File: config.mk
export PLATFORM = sky130hd
export DESIGN_NAME = sig_capture_monitor
export DESIGN_NICKNAME = d
export VERILOG_FILES = /design/src/rtl/sig_capture_monitor.sv
export SDC_FILE = /design/constraint.sdc
export NUM_CORES = 1
export LEC_CHECK = 0
export CAP_MARGIN = 20
export CORE_MARGIN = 2
export CORE_UTILIZATION = 59
export DETAILED_ROUTE_END_ITERATION = 16
export PLACE_DENSITY = 0.82
export SETUP_SLACK_MARGIN = 0.15
export SLEW_MARGIN = 20
export SYNTH_ARGS = -nofsm -noshare
export SYNTH_HDL_FRONTEND = slang
export SYNTH_SLANG_ARGS = --single-unit
export TNS_END_PERCENT = 10
File: constraint.sdc
create_clock -name clk -period 6.2 [get_ports clk]
set_input_delay 0.93 -clock clk [delete_from_list [all_inputs] [get_ports clk]]
set_output_delay 0.93 -clock clk [all_outputs]
set_load 0.01 [all_outputs]
File: src/rtl/sig_capture_monitor.sv
// ---------------------------------------------------------------------------
// sig_capture_monitor: snoops core stores, queues signature words, ends run
// on halt store or watchdog.                               Rev 1.0
// ---------------------------------------------------------------------------
`default_nettype none

module sig_capture_monitor #(
    parameter int             DW        = 32,
    parameter int             AW        = 32,
    parameter int             DEPTH     = 16,
    parameter logic [AW-1:0]  SIG_ADDR  = 'h00000f00,
    parameter logic [AW-1:0]  HALT_ADDR = 'hcafebeef,
    parameter int             TIMEOUT   = 500000,
    parameter int             CW        = 20
) (
    input  logic                     clk,
    input  logic                     rst,
    input  logic                     mem_wr,
    input  logic [AW-1:0]            mem_addr,
    input  logic [DW-1:0]            mem_wdata,
    input  logic                     sig_ready,
    output logic                     sig_valid,
    output logic [DW-1:0]            sig_data,
    output logic                     halted,
    output logic                     timed_out,
    output logic                     overflow,
    output logic                     done,
    output logic [$clog2(DEPTH):0]   sig_count,
    output logic [CW-1:0]            cycles
);

    localparam int PW = $clog2(DEPTH) + 1;

    typedef enum logic [1:0] {
        S_RUN   = 2'd0,
        S_DRAIN = 2'd1,
        S_DONE  = 2'd2
    } state_t;

    state_t          state;
    state_t          state_nxt;

    logic [DW-1:0]   mem [DEPTH];
    logic [PW-1:0]   wptr;
    logic [PW-1:0]   rptr;

    logic            in_run;
    logic            store;
    logic            sig_hit;
    logic            halt_hit;
    logic            expire;
    logic            empty;
    logic            full;
    logic            pop;
    logic            push;
    logic            drop;

    assign in_run   = (state == S_RUN);
    assign store    = ~mem_wr;
    assign sig_hit  = in_run && store && (mem_addr == SIG_ADDR);
    assign halt_hit = in_run && store && (mem_addr == HALT_ADDR);
    assign expire   = in_run && (cycles == CW'(TIMEOUT - 1));

    assign empty = (wptr == rptr);
    assign full  = (wptr[PW-1] != rptr[PW-1]) && (wptr[PW-2:0] == rptr[PW-2:0]);
    assign pop   = ~empty && sig_ready;
    // A pop on the same edge frees the slot, so a push into a full FIFO survives.
    assign push  = sig_hit && (~full || pop);
    assign drop  = sig_hit && full && ~pop;

    assign sig_valid = ~empty;
    assign sig_data  = empty ? '0 : mem[rptr[PW-2:0]];
    assign sig_count = wptr - rptr;
    assign done      = (state == S_DONE);

    always_ff @(posedge clk) begin
        if (push) begin
            mem[wptr[PW-2:0]] <= mem_wdata;
        end
    end

    always_ff @(posedge clk or negedge rst) begin
        if (!rst) begin
            wptr <= '0;
            rptr <= '0;
        end else begin
            if (push) begin
                wptr <= wptr + 1'b1;
            end
            if (pop) begin
                rptr <= rptr + 1'b1;
            end
        end
    end

    // Halt wins over a coincident watchdog expiry.
    always_ff @(posedge clk or negedge rst) begin
        if (!rst) begin
            halted    <= 1'b0;
            timed_out <= 1'b0;
            overflow  <= 1'b0;
            cycles    <= '0;
        end else begin
            if (in_run) begin
                cycles <= cycles + 1'b1;
            end
            if (halt_hit) begin
                halted <= 1'b1;
            end else if (expire) begin
                timed_out <= 1'b1;
            end
            if (drop) begin
                overflow <= 1'b1;
            end
        end
    end

    always_ff @(posedge clk or negedge rst) begin
        if (!rst) begin
            state <= S_RUN;
        end else begin
            state <= state_nxt;
        end
    end

    always_comb begin
        state_nxt = state;
        case (state)
            S_RUN: begin
                if (halt_hit || expire) begin
                    state_nxt = S_DRAIN;
                end
            end
            S_DRAIN: begin
                if (empty) begin
                    state_nxt = S_DONE;
                end
            end
            S_DONE: begin
                state_nxt = S_DONE;
            end
            default: begin
                state_nxt = S_RUN;
            end
        endcase
    end

endmodule

`default_nettype wire

==> impl_metrics.json <==
{
  "first_iter_violations": 1147,
  "startpoint_type": "register",
  "vias": 10994,
  "drive_gt1_share_pct": 19.5,
  "firstDrtPassIters": 5,
  "rsz0062_at_grt": "no",
  "synth_compound_area_share_pct": 1.43,
  "r2r-end": "mem[1][3]",
  "r2r-start": "rptr[1]",
  "ctsRootBufferMaster": "clkbuf_16",
  "synth-edff-count": 512,
  "synth_mux_area_share_pct": 15.0,
  "die-area_um2": 38100,
  "ys_seq_area_share_pct": 75.4,
  "synth-simple-area-share_pct": 4.68,
  "fmax_ghz": 0.207,
  "min_from": "overflow",
  "ys_ff_latch": 547,
  "nets": 1282,
  "synth_xor_area_share_pct": 1.30,
  "dpl-instance-area_um2": 23400,
  "slew_headroom_pct": 24.3,
  "cts_tree": "yes",
  "synth_warnings": 0,
  "regArea_um2": 16300,
  "grt_overflow_total": 0,
  "portBuffers": 129,
  "syn_avg_cell_area_um2": 20.5,
  "synthAdderAreaFrac_pct": 0.906,
  "final_cell_mix": "512 x edfxtp_1, 129 x clkdlybuf4s50_1, 128 x mux4_2",
  "ff2ff_path_depth": 8,
  "hold_violations": 0,
  "area_growth_pct": 16.5,
  "multi_input_area_um2": 5090,
  "slew_viol_final": 0,
  "synth_area_um2": 21500,
  "track_usage_pct": 26.0,
  "crit_type": "register to output port",
  "cap_violations": 0,
  "cts_buffers": 52,
  "synth_ff_type": "edfxtp_1",
  "core-area_um2": 35700,
  "clkLatencyLatePin_ps": 580,
  "post-route-cell-area_um2": 25100,
  "drc_errors": 0,
  "clk_pin_slew_worst_paths_ps": 60,
  "cts_setup_buffers": 0,
  "antenna_found_initial": 1,
  "cts-hold-fix-buffers": 0,
  "status": "completed",
  "h-tree-depth": 2,
  "vdd_drop_max_mv": 0.268,
  "cp.required_ps": 5270,
  "antenna_left": 0,
  "wl_mm": 48.4,
  "final.setup_skew_ps": 17.1,
  "vias_per_cell": 6.48,
  "synthCells": 1051,
  "worst_pin_slew_ps": 1140,
  "dp_hpwl_mm": 24.2,
  "cts_sinks": 547,
  "reg2reg_slack_ps": 1810,
  "rows": 69,
  "initial_core_util_pct": 60.3,
  "cts_max_path_buffers": 3,
  "power_density_nw_per_um2": 413,
  "synth_top_family_by_area": "multiplexers",
  "finalPower_uw": 10400,
  "wire_per_inst_um": 28.5,
  "worst_slack_ps": 1360,
  "hold_depth": 1,
  "period_needed_ps": 4840,
  "final_common_cell": "edfxtp_1",
  "synth_fp_nets": 1134,
  "critPathArrivalTime_ps": 3910,
  "grt_pass1_vias": 11668,
  "synth_cell_type_count": 43,
  "grt_max_degree": 52,
  "setup_violations": 0,
  "fill_cells": 2131,
  "gp_congestion": 0.782,
  "dpl_worst_slack_ps": 1780,
  "holdPathEnd": "overflow",
  "cp_max_fo": 39,
  "die_height_um": 195,
  "hold_path.class": "register to register",
  "ctsResizeCount": 0,
  "endpoint_kind": "output port",
  "fin_tns_setup_ps": 0,
  "grt_pass1_wl_mm": 72.7,
  "async_flop_share_pct": 6.40,
  "min_period_over_period_pct": 78.0,
  "p_leak_uw": 0.00825,
  "io_pins": 130,
  "die_w_um": 195
}
==> per-layer routing <==
layer,share of wire [%],vias up,track usage [%]
met5,0,-,0
li1,-,4602,-
met3,8.3,108,5.87
met1,39,5699,34.8
met4,3.1,0,9.75
met2,50,585,42.5
==> metrics by stage <==
| step | utilization [%] | instances | hold slack [ps] |
|---|---|---|---|
| after detailed placement | 65.4 | 1605 | 444 |
| after global routing | 70.2 | 1695 | 471 |
| after floorplan | - | 1051 | 485 |
| final | 70.2 | 1696 | 455 |
| after global placement | 65.4 | 1605 | 440 |
| after CTS | 70.1 | 1694 | 458 |
==> sequential cells by signal, summed over array words and instances, names as in the netlist <==
signal	flops
state	2
wptr	5
overflow	1
rptr	5
halted	1
mem	512
timed_out	1
cycles	20
==> critical path, stage by stage, from the launching register on <==
cell and delay, ps:
dfrtp_4 750, buf_4 500, buf_4 550, mux4_2 320, mux2i_1 70, a211oi_1 420
clkdlybuf4s50_1 650
==> cell type report <==
type / count / area share [%]
Sequential cell: 547 / 64.8
Multi-Input combinational cell: 441 / 20.3
Timing Repair Buffer: 145 / 5.75
Clock buffer: 63 / 5.35
Tap cell: 461 / 2.30
Clock inverter: 26 / 1.34
Inverter: 12 / 0.179
Antenna cell: 1 / 0.00997
==> kinds of logic after synthesis <==
| family | Yosys count |
|---|---|
| buffers and inverters | 63 |
| and+or+nand+nor | 190 |
| AOI/OAI and AO/OA | 41 |
| DFF | 547 |
| muxes | 163 |
| xor gates and xnor gates | 32 |
| adders and majority gates | 15 |
==> how the worst max path moves through the flow <==
stage,start,endpoint,depth (start not counted)
final,rptr[1],sig_data[17],6
after global routing,rptr[1],sig_count[4],8
after CTS,rptr[1],sig_valid,7
after detailed placement,rptr[1],sig_valid,7
after global placement,rptr[1],sig_valid,7
after floorplan,rptr[2],mem[7][0],10
==> power by group <==
group          total [uW]  internal (uW)  switching, uW
Clock                3170           1830           1340
Combinational        2930           1540           1390
Sequential           4260           4070            197
==> cell usage after synthesis (3+ instances only) <==
cell | instances | area (um^2)
a211oi_1 | 32 | 240
a21o_1 | 3 | 22.5
and2_1 | 10 | 62.6
and3_1 | 39 | 244
and4_1 | 4 | 35.0
buf_2 | 18 | 90.1
clkbuf_1 | 30 | 113
dfrtp_1 | 35 | 876
edfxtp_1 | 512 | 15400
ha_1 | 14 | 175
inv_1 | 10 | 37.5
mux2i_1 | 32 | 320
mux4_2 | 128 | 2880
nand2_1 | 78 | 293
nand3_1 | 7 | 35.0
nand4_1 | 16 | 100
nor2_1 | 7 | 26.3
nor3_1 | 5 | 25.0
nor3b_1 | 5 | 37.5
nor4_1 | 7 | 43.8
nor4b_1 | 3 | 26.3
xnor2_1 | 23 | 201
xor2_1 | 9 | 78.8
No activity file was read; power rests on OpenSTA's default activity.
